===== src/rtl/alu_pkg.sv =====
// Shared definitions for the parameterised ALU.
// Holds the one-hot opcode constants and the control FSM state encoding
// used by param_alu.
package alu_pkg;

  localparam int unsigned OpW = 6;

  // One-hot opcodes carried on the operator port
  localparam logic [OpW-1:0] OpAdd = 6'b000001;
  localparam logic [OpW-1:0] OpSub = 6'b000010;
  localparam logic [OpW-1:0] OpMul = 6'b000100;
  localparam logic [OpW-1:0] OpPop = 6'b001000;  // One_Bits_Number
  localparam logic [OpW-1:0] OpXor = 6'b010000;
  localparam logic [OpW-1:0] OpMax = 6'b100000;  // Bigger_number

  typedef enum logic [1:0] {
    StIdle = 2'd0,
    StMul  = 2'd1,
    StDone = 2'd2
  } alu_state_e;

endpackage


===== src/rtl/alu_shift_add_mul.sv =====
// Iterative shift-add unsigned multiplier.
// Ports:
//   clk_i, rst_ni : clock, synchronous active-low reset
//   start_i       : load operands (a_i, b_i) and begin a multiply
//   a_i, b_i      : Width-bit unsigned operands
//   done_o        : product is complete (held until the next edge)
//   prod_o        : 2*Width-bit product, valid while done_o is high
// The start edge already folds in multiplier bit 0, so done_o is high in the
// Width-th cycle after start and the caller can capture prod_o on that edge.
module alu_shift_add_mul #(
  parameter int unsigned Width = 5
) (
  input  logic                 clk_i,
  input  logic                 rst_ni,
  input  logic                 start_i,
  input  logic [Width-1:0]     a_i,
  input  logic [Width-1:0]     b_i,
  output logic                 done_o,
  output logic [2*Width-1:0]   prod_o
);

  localparam int unsigned PW   = 2 * Width;
  localparam int unsigned CntW = $clog2(Width + 1);

  logic [PW-1:0]    acc_q, acc_d;
  logic [PW-1:0]    mcand_q, mcand_d;
  logic [Width-1:0] mplier_q, mplier_d;
  logic [CntW-1:0]  cnt_q, cnt_d;
  logic             busy_q, busy_d;

  always_comb begin
    acc_d    = acc_q;
    mcand_d  = mcand_q;
    mplier_d = mplier_q;
    cnt_d    = cnt_q;
    busy_d   = busy_q;
    if (start_i) begin
      acc_d    = b_i[0] ? PW'(a_i) : '0;
      mcand_d  = PW'(a_i) << 1;
      mplier_d = b_i >> 1;
      cnt_d    = CntW'(1);
      busy_d   = 1'b1;
    end else if (busy_q) begin
      if (cnt_q == CntW'(Width)) begin
        busy_d = 1'b0;
      end else begin
        acc_d    = acc_q + (mplier_q[0] ? mcand_q : '0);
        mcand_d  = mcand_q << 1;
        mplier_d = mplier_q >> 1;
        cnt_d    = cnt_q + 1'b1;
      end
    end
  end

  always_ff @(posedge clk_i) begin
    if (!rst_ni) begin
      acc_q    <= '0;
      mcand_q  <= '0;
      mplier_q <= '0;
      cnt_q    <= '0;
      busy_q   <= 1'b0;
    end else begin
      acc_q    <= acc_d;
      mcand_q  <= mcand_d;
      mplier_q <= mplier_d;
      cnt_q    <= cnt_d;
      busy_q   <= busy_d;
    end
  end

  assign done_o = busy_q && (cnt_q == CntW'(Width));
  assign prod_o = acc_q;

endmodule


===== src/rtl/param_alu.sv =====
// Parameterised handshaked ALU with a one-hot opcode.
// Ports:
//   clk, rst_n          : clock, synchronous active-low reset
//   in_valid / in_ready : request handshake (ready only in IDLE)
//   num1, num2          : WIDTH-bit unsigned operands
//   operator            : one-hot opcode (Add, Sub, Mul, popcount, XOR, max)
//   out / out_valid     : OUT_W-bit result, held until out_ready
//   out_ready           : consumer accepts the result
//   odd_balance         : XOR-reduction of out
//   equality            : num1 == num2 for the accepted request
//   illegal_op          : opcode was not exactly one-hot
// Single-cycle ops go IDLE -> DONE; Mul spends WIDTH cycles in MUL.
module param_alu
  import alu_pkg::*;
#(
  parameter int unsigned WIDTH = 5,
  parameter int unsigned OUT_W = 32
) (
  input  logic             clk,
  input  logic             rst_n,
  input  logic             in_valid,
  output logic             in_ready,
  input  logic [WIDTH-1:0] num1,
  input  logic [WIDTH-1:0] num2,
  input  logic [OpW-1:0]   operator,
  output logic [OUT_W-1:0] out,
  output logic             out_valid,
  input  logic             out_ready,
  output logic             odd_balance,
  output logic             equality,
  output logic             illegal_op
);

  if (OUT_W < 2 * WIDTH) begin : g_bad_out_w
    $error("param_alu: OUT_W must be at least 2*WIDTH");
  end
  if (WIDTH < 2 || WIDTH > 16) begin : g_bad_width
    $error("param_alu: WIDTH must be in 2..16");
  end

  alu_state_e       state_q, state_d;
  logic [OUT_W-1:0] out_q, out_d;
  logic             out_valid_q, out_valid_d;
  logic             odd_q, odd_d;
  logic             eq_q, eq_d;
  logic             illegal_q, illegal_d;

  logic             accept;
  logic             op_legal;
  logic             mul_start;
  logic             mul_done;
  logic [2*WIDTH-1:0] mul_prod;
  logic [OUT_W-1:0] alu_res;

  assign in_ready  = (state_q == StIdle);
  assign accept    = in_valid && in_ready;
  assign op_legal  = $onehot(operator);
  assign mul_start = accept && (operator == OpMul);

  alu_shift_add_mul #(
    .Width (WIDTH)
  ) u_mul (
    .clk_i   (clk),
    .rst_ni  (rst_n),
    .start_i (mul_start),
    .a_i     (num1),
    .b_i     (num2),
    .done_o  (mul_done),
    .prod_o  (mul_prod)
  );

  // Single-cycle result; anything not one-hot (and Mul) falls to zero here.
  always_comb begin
    alu_res = '0;
    case (operator)
      OpAdd: alu_res = OUT_W'(num1) + OUT_W'(num2);
      OpSub: alu_res = OUT_W'(num1) - OUT_W'(num2);
      OpPop: begin
        for (int unsigned i = 0; i < WIDTH; i++) begin
          alu_res = alu_res + OUT_W'(num1[i]) + OUT_W'(num2[i]);
        end
      end
      OpXor: alu_res = OUT_W'(num1 ^ num2);
      OpMax: alu_res = OUT_W'((num1 > num2) ? num1 : num2);
      default: alu_res = '0;
    endcase
  end

  always_comb begin
    state_d     = state_q;
    out_d       = out_q;
    out_valid_d = out_valid_q;
    odd_d       = odd_q;
    eq_d        = eq_q;
    illegal_d   = illegal_q;
    unique case (state_q)
      StIdle: begin
        if (accept) begin
          eq_d      = (num1 == num2);
          illegal_d = !op_legal;
          if (mul_start) begin
            state_d = StMul;
          end else begin
            state_d     = StDone;
            out_d       = alu_res;
            odd_d       = ^alu_res;
            out_valid_d = 1'b1;
          end
        end
      end
      StMul: begin
        if (mul_done) begin
          state_d     = StDone;
          out_d       = OUT_W'(mul_prod);
          odd_d       = ^mul_prod;
          out_valid_d = 1'b1;
        end
      end
      StDone: begin
        if (out_ready) begin
          state_d     = StIdle;
          out_valid_d = 1'b0;
        end
      end
      default: state_d = StIdle;
    endcase
  end

  always_ff @(posedge clk) begin
    if (!rst_n) begin
      state_q     <= StIdle;
      out_q       <= '0;
      out_valid_q <= 1'b0;
      odd_q       <= 1'b0;
      eq_q        <= 1'b0;
      illegal_q   <= 1'b0;
    end else begin
      state_q     <= state_d;
      out_q       <= out_d;
      out_valid_q <= out_valid_d;
      odd_q       <= odd_d;
      eq_q        <= eq_d;
      illegal_q   <= illegal_d;
    end
  end

  assign out         = out_q;
  assign out_valid   = out_valid_q;
  assign odd_balance = odd_q;
  assign equality    = eq_q;
  assign illegal_op  = illegal_q;

endmodule


===== config.mk =====
export PLATFORM = sky130hd
export DESIGN_NAME = param_alu
export DESIGN_NICKNAME = d
export VERILOG_FILES = /design/src/rtl/alu_pkg.sv /design/src/rtl/alu_shift_add_mul.sv /design/src/rtl/param_alu.sv
export SDC_FILE = /design/constraint.sdc
export NUM_CORES = 1
export LEC_CHECK = 0
export CAP_MARGIN = 20
export CORE_MARGIN = 2
export CORE_UTILIZATION = 50
export CTS_CLUSTER_DIAMETER = 80
export CTS_CLUSTER_SIZE = 10
export DETAILED_ROUTE_END_ITERATION = 12
export GPL_ROUTABILITY_DRIVEN = 0
export GPL_TIMING_DRIVEN = 0
export PLACE_DENSITY = 0.79
export SKIP_CTS_REPAIR_TIMING = 1
export SLEW_MARGIN = 20
export SYNTH_ARGS = -nofsm -noshare
export SYNTH_HDL_FRONTEND = slang
export SYNTH_SLANG_ARGS = --single-unit

===== constraint.sdc =====
create_clock -name clk -period 4.51 [get_ports clk]
set_clock_uncertainty 0.2 [all_clocks]
set_input_delay 0.6765 -clock clk [delete_from_list [all_inputs] [get_ports clk]]
set_output_delay 0.6765 -clock clk [all_outputs]
set_load 0.1 [all_outputs]

# Word level (Yosys, flattened, before mapping)
# Index checks and enable logic that the tools add are counted.
dict set report op_classes {
  addsub 18
  bitwise 3
  muxes 37
  order_cmp 1
  n_eq_ne 16
  n_reduce_logical 17
}
# op count
set op_table {}
lappend op_table {{32-bit one-hot mux with 5 select lines} 1}
lappend op_table {{32-bit two-way mux} 3}
lappend op_table {{32-bit one-hot mux with 2 select lines} 1}
lappend op_table {{10-bit two-way mux} 4}
lappend op_table {{32-bit parity} 1}
lappend op_table {{6-bit two-way mux} 3}
lappend op_table {{1-bit two-way mux} 13}
lappend op_table {{4-bit two-way mux} 3}
lappend op_table {{10-bit adder} 1}
lappend op_table {{9-bit by 1-bit adder with 10-bit output} 1}
lappend op_table {{5-bit two-way mux} 2}
lappend op_table {{10-bit parity} 1}
lappend op_table {{8-bit by 1-bit adder with 9-bit output} 1}
lappend op_table {{1-bit by 1-bit adder with 2-bit output} 4}
lappend op_table {{7-bit by 1-bit adder with 8-bit output} 1}
lappend op_table {{2-bit two-way mux} 4}
lappend op_table {{2-bit inequality test, second input constant} 4}
lappend op_table {{6-bit by 1-bit adder with 7-bit output} 1}
lappend op_table {{5-bit by 1-bit adder with 6-bit output} 1}
lappend op_table {{5-bit by 5-bit adder with 6-bit output} 1}
lappend op_table {{6-bit by 1-bit equality test with 1-bit output, second input constant} 1}
lappend op_table {{6-bit by 2-bit equality test with 1-bit output, second input constant} 1}
lappend op_table {{6-bit by 3-bit equality test with 1-bit output, second input constant} 1}
lappend op_table {{6-bit by 4-bit equality test with 1-bit output, second input constant} 1}
lappend op_table {{other kinds (31)} 37}
dict set report totals {
  register_bits 65
  word_cells 105
  out_inout_bits 37
  inputBits 20
}

# Longest topological paths before layout
dict set report depth {
  ltp_word 14
  depth_mapped 15
  mapped_depth_nobuf 15
}

# Modules after synthesis
# From an unflattened synthesis, not the netlist that was laid out.
dict set report unflattened {
  cells_unflattened 439
  area_unflattened_um2 3616.0
}
# mod cells_each area_per_inst_um2 seq_area_each_um2 n_inst
set by_module_without_submodules {}
lappend by_module_without_submodules {param_alu 244 2035.7 340.3 1}
lappend by_module_without_submodules {alu_shift_add_mul 195 1580.3 540.5 1}

# Worst setup path after synthesis
# Ideal clock, no wire load.
dict set report synth_timing {
  kind {input to register}
  startpoint {in num1[0]}
  endpoint {reg odd_q (netlist: odd_balance)}
  setup_slack_ns 0.277
  setup_time_ns 0.121
  cell_stages 14
  t_arrival_ns 3.912
  n_path_buf 0
  required_time_ns 4.189
  cell_sequence {inv_1 -> fa_1 -> fa_1 -> fa_1 -> inv_1 -> ha_1 -> fa_1 -> xor2_1 -> a221oi_1 -> o2111ai_1 -> o22ai_1 -> a21oi_2 -> xnor2_1 -> o21ai_1}
}
dict set report synth_between {
  elab_chain_cells 14
  word_cells_on_any_way 19
  cone_classes {11 x add/sub; 1 x order compare; 5 x mux; 1 x bitwise; 1 x reduce/logical}
}
# item line_no
set synth_lines {}
lappend synth_lines {{start: declaration} param_alu.sv:23} ;# input logic [WIDTH-1:0] num1,
lappend synth_lines {{1-bit by 1-bit adder with 2-bit output} param_alu.sv:80} ;# alu_res = alu_res + OUT_W'(num1[i]) + OUT_W'(num2[i]);
lappend synth_lines {{2-bit by 1-bit adder with 3-bit output} param_alu.sv:80}
lappend synth_lines {{3-bit by 1-bit adder with 4-bit output} param_alu.sv:80}
lappend synth_lines {{4-bit by 1-bit adder with 5-bit output} param_alu.sv:80}
lappend synth_lines {{5-bit by 1-bit adder with 6-bit output} param_alu.sv:80}
lappend synth_lines {{6-bit by 1-bit adder with 7-bit output} param_alu.sv:80}
lappend synth_lines {{7-bit by 1-bit adder with 8-bit output} param_alu.sv:80}
lappend synth_lines {{8-bit by 1-bit adder with 9-bit output} param_alu.sv:80}
lappend synth_lines {{9-bit by 1-bit adder with 10-bit output} param_alu.sv:80}
lappend synth_lines {{32-bit one-hot mux with 5 select lines *} param_alu.sv:75} ;# case (operator)
lappend synth_lines {{32-bit parity *} param_alu.sv:106} ;# odd_d = ^alu_res;
lappend synth_lines {{1-bit two-way mux *} param_alu.sv:101} ;# if (mul_start) begin
lappend synth_lines {{1-bit two-way mux *} param_alu.sv:98} ;# if (accept) begin
lappend synth_lines {{1-bit one-hot mux with 2 select lines *} param_alu.sv:96} ;# unique case (state_q)
lappend synth_lines {{end signal: assignment} param_alu.sv:134} ;# odd_q <= 1'b0;
lappend synth_lines {{end signal: assignment} param_alu.sv:141} ;# odd_q <= odd_d;
lappend synth_lines {{end: declaration} param_alu.sv:44} ;# logic odd_q, odd_d;
# Every way passes the cells marked *; elsewhere a longest branch is shown, timed or not. The select of a mux whose other input is x is not followed.
# A chain may end at the register's enable or synchronous reset.

# Worst setup path after layout
# Same ends and word-level chain as after synthesis.

==> metrics.txt <==
# TYPE chip_impl_metric gauge
chip_impl_info{name="outcome",value="finished clean"} 1
chip_impl_metric{name="fmax",unit="MHz"} 231
chip_impl_info{name="yosys.cell_count.top_type",value="nand2_1"} 1
chip_impl_metric{name="ant_nets",unit=""} 0
chip_impl_metric{name="final_period_minus_worst_setup_slack",unit="ps"} 4330
chip_impl_metric{name="cts_num_sinks",unit=""} 44
chip_impl_info{name="hold_class",value="flop to flop"} 1
chip_impl_metric{name="start_util",unit="%"} 52.0
chip_impl_metric{name="die-height",unit="µm"} 88.3
chip_impl_info{name="synth_top_family_by_area",value="compound AO/OA/AOI/OAI gates"} 1
chip_impl_metric{name="pwr_density_cell",unit="nW/µm²"} 264
chip_impl_metric{name="period_share",unit="%"} 96.1
chip_impl_metric{name="yosys_warnings",unit=""} 0
chip_impl_metric{name="peakVddDrop",unit="mV"} 0.143
chip_impl_metric{name="adder_and_majority_cell_fraction_of_the_synthesized_area",unit="%"} 15.9
chip_impl_metric{name="dp.final_hpwl",unit="mm"} 6.87
chip_impl_info{name="dominantRegCellSynth",value="dfxtp_1"} 1
chip_impl_info{name="critical_path.endpoint",value="odd_balance"} 1
chip_impl_metric{name="route.detailed.wl_per_inst",unit="µm"} 14.7
chip_impl_metric{name="synth_seq_area_share",unit="%"} 24.8
chip_impl_metric{name="timing_hold_violations_final",unit=""} 0
chip_impl_metric{name="vias_per_cell",unit=""} 5.52
chip_impl_metric{name="share_of_layout_cells_above_drive_strength_1",unit="%"} 10.2
chip_impl_metric{name="grt.overflow.total",unit=""} 0
chip_impl_info{name="cts_tree",value="built"} 1
chip_impl_metric{name="routed-via-count",unit=""} 3288
chip_impl_metric{name="normalized_max_slew_margin",unit="%"} 33.9
chip_impl_metric{name="latest_clock_arrival_within_the_worst_skew_pair",unit="ps"} 300
chip_impl_info{name="clk_root_buffer_cell",value="clkbuf_8"} 1
chip_impl_metric{name="grt_first_pass_wirelength",unit="mm"} 14.5
chip_impl_metric{name="async_flop_share",unit="%"} 0
chip_impl_metric{name="grt_max_degree",unit=""} 24
chip_impl_metric{name="grt_pass1_vias",unit=""} 3130
chip_impl_info{name="synthTopCellsByArea",value="dfxtp_1 25%, ha_1 9.2%, fa_1 6.8%, nand2_1 6.3%, a21oi_1 5.1%"} 1
chip_impl_metric{name="yosys_register_bits",unit=""} 44
chip_impl_metric{name="grt_util_all_layers",unit="%"} 23.7
chip_impl_info{name="worstSetupEndpointType",value="flop"} 1
chip_impl_metric{name="maxSlewViolCount",unit=""} 0
chip_impl_metric{name="yosys-mux-area-fraction",unit="%"} 2.11
chip_impl_info{name="synth_top_cells_by_count",value="60 x nand2_1, 44 x dfxtp_1, 36 x a21oi_1, 36 x inv_1, 26 x ha_1"} 1
chip_impl_metric{name="fillers",unit=""} 598
chip_impl_metric{name="remaining_drc_errors",unit=""} 0
chip_impl_metric{name="tightestPinTransition",unit="ps"} 989
chip_impl_metric{name="design.final.nets",unit=""} 558
chip_impl_metric{name="syn_nets",unit=""} 495
chip_impl_info{name="synth.largest_area_cell",value="dfxtp_1"} 1
chip_impl_metric{name="htreeDepth",unit=""} 2
chip_impl_metric{name="placement.io_buffers",unit=""} 55
chip_impl_metric{name="synth.cell_area",unit="µm²"} 3550
chip_impl_metric{name="postSynthAreaPerCell",unit="µm²"} 8.13
chip_impl_metric{name="ff2ff_setup_slack",unit="ps"} 1410
chip_impl_metric{name="maxCapViolCount",unit=""} 0
chip_impl_metric{name="synth_top_area_share",unit="%"} 24.8
chip_impl_metric{name="library_cells_used_by_synthesis",unit=""} 61
chip_impl_metric{name="post_layout_nonfiller_instances",unit=""} 596
chip_impl_metric{name="worst_ep_required_time",unit="ps"} 4490
chip_impl_metric{name="n_antenna_cell",unit=""} 0
chip_impl_metric{name="clkSlewWorstSetupHoldPaths",unit="ps"} 80
chip_impl_metric{name="synthCells",unit=""} 437
chip_impl_metric{name="standard_cell_core_area",unit="µm²"} 6830
chip_impl_info{name="rsz_0062_raised_after_global_routing",value="no"} 1
chip_impl_metric{name="synthToLayoutAreaGrowth",unit="%"} 22.5
chip_impl_metric{name="crit_fanout",unit=""} 5
chip_impl_metric{name="top_level_ports",unit=""} 57
chip_impl_metric{name="r2r_cells",unit=""} 14
chip_impl_metric{name="timing.critical_path.arrival",unit="ps"} 4320
chip_impl_metric{name="numCtsBuffers",unit=""} 5
chip_impl_metric{name="drt_first_iter_violations",unit=""} 208
chip_impl_info{name="critical_path.startpoint_type",value="input port"} 1
chip_impl_info{name="critical_r2r_launch",value="u_mul.mplier_q[0]"} 1
chip_impl_metric{name="utilization",unit="%"} 63.8
chip_impl_info{name="cp-startpoint",value="num1[0]"} 1
chip_impl_metric{name="synth_xor_xnor_area_share",unit="%"} 5.39
chip_impl_metric{name="synth-compound-area-share",unit="%"} 22.2
chip_impl_metric{name="dpl.cell_count",unit=""} 588
chip_impl_metric{name="synthSimpleGateAreaFrac",unit="%"} 19.6
chip_impl_metric{name="totalNegativeSetupSlack",unit="ps"} 0
chip_impl_metric{name="core.rowCount",unit=""} 30
chip_impl_metric{name="antenna_found_initial",unit=""} 0
chip_impl_metric{name="number_of_synthesized_flops_with_an_enable_pin",unit=""} 0
chip_impl_info{name="regToRegEndpoint",value="u_mul.prod_o[9]"} 1
chip_impl_metric{name="power.leakage",unit="µW"} 0.00185
chip_impl_metric{name="final.hold.worst_slack",unit="ps"} 259
chip_impl_metric{name="drt_wl_total",unit="mm"} 8.77
chip_impl_metric{name="timing.final.setup_violations",unit=""} 0
chip_impl_info{name="setup.worst_path.class",value="input port to flop"} 1
chip_impl_metric{name="die_area",unit="µm²"} 7800
chip_impl_metric{name="chipWidth",unit="µm"} 88.3
chip_impl_metric{name="detail_route.first_pass.iterations",unit=""} 5
chip_impl_metric{name="clockBufferDepth",unit=""} 2
==> power breakdown <==
| part | switching, µW | internal [µW] |
|---|---|---|
| sequential | 11.0 | 403 |
| combinational | 256 | 127 |
| clock | 135 | 218 |
| total | 402 | 749 |
==> stage by stage <==
stage | total power [µW] | area, µm² | setup slack, ps
finish | 1150 | 4360 | 178
global route | 1210 | 4360 | 5.24
CTS | 1150 | 4350 | -564
detailed placement | 803 | 4230 | -840
global placement | 795 | 4230 | -797
floorplan | 702 | 3550 | 277
==> worst max-delay path, stage by stage <==
cell and delay, ps:
clkbuf_2 160, inv_1 100, fa_1 510, fa_1 410, inv_1 80, fa_1 460
ha_1 310, a21oi_1 190, nor4b_2 100, a311o_2 370, o32ai_1 170, nand3_2 180
xnor2_2 170, xnor2_1 180, xnor2_1 150, o21ai_1 80
==> logic make-up after synthesis <==
| logic type | count (synthesis) |
|---|---|
| and+or+nand+nor | 140 |
| AOI/OAI and AO/OA | 114 |
| buffers and inverters | 73 |
| DFF | 44 |
| adders and majority gates | 38 |
| xor gates and xnor gates | 21 |
| muxes | 7 |
==> flip-flops by register name, summed over array words and instances, names as in the netlist, 2 cells and up <==
signal,flops
out,11
state_q,2
u_mul.cnt_q,3
u_mul.mcand_q,9
u_mul.mplier_q,4
u_mul.prod_o,10
==> layout by cell type, fill, tap and decap left out, types with 13 or more instances in the layout <==
cell type / count
a21oi_1: 36
buf_4: 22
clkbuf_1: 14
clkdlybuf4s50_1: 49
dfxtp_1: 44
ha_1: 26
inv_1: 36
nand2_1: 60
nand3_1: 17
nor2_1: 20
o21ai_0: 13
xnor2_1: 15
==> cell type report <==
type / instances / area (µm²) / area share, %
Buffer: 37 / 220 / 5.06
Multi-Input combinational cell: 320 / 2320 / 53.4
Timing Repair Buffer: 56 / 546 / 12.5
Inverter: 36 / 135 / 3.10
Clock inverter: 2 / 60.1 / 1.38
Tap cell: 96 / 120 / 2.76
Clock buffer: 5 / 68.8 / 1.58
Sequential cell: 44 / 881 / 20.2
==> how the worst min path moves through the flow <==
stage | from | end | cells past startpoint
finish | out[2] | out[2] | 2
floorplan | u_mul.mcand_q[9] | u_mul.mcand_q[9] | 2
CTS | out[4] | out[4] | 2
global route | out[4] | out[4] | 2
detailed placement | out[4] | out[4] | 2
global placement | out[0] | out[0] | 2
==> routing by layer <==
metal / routed length, µm / global-route usage [%] / up-vias
met5: 0 / 0 / -
met2: 4140 / 40.5 / 144
li1: - / - / 1609
met3: 619 / 3.73 / 22
met4: 167 / 6.61 / 0
met1: 3840 / 31.1 / 1513
Power figures use the tool's default switching activity.
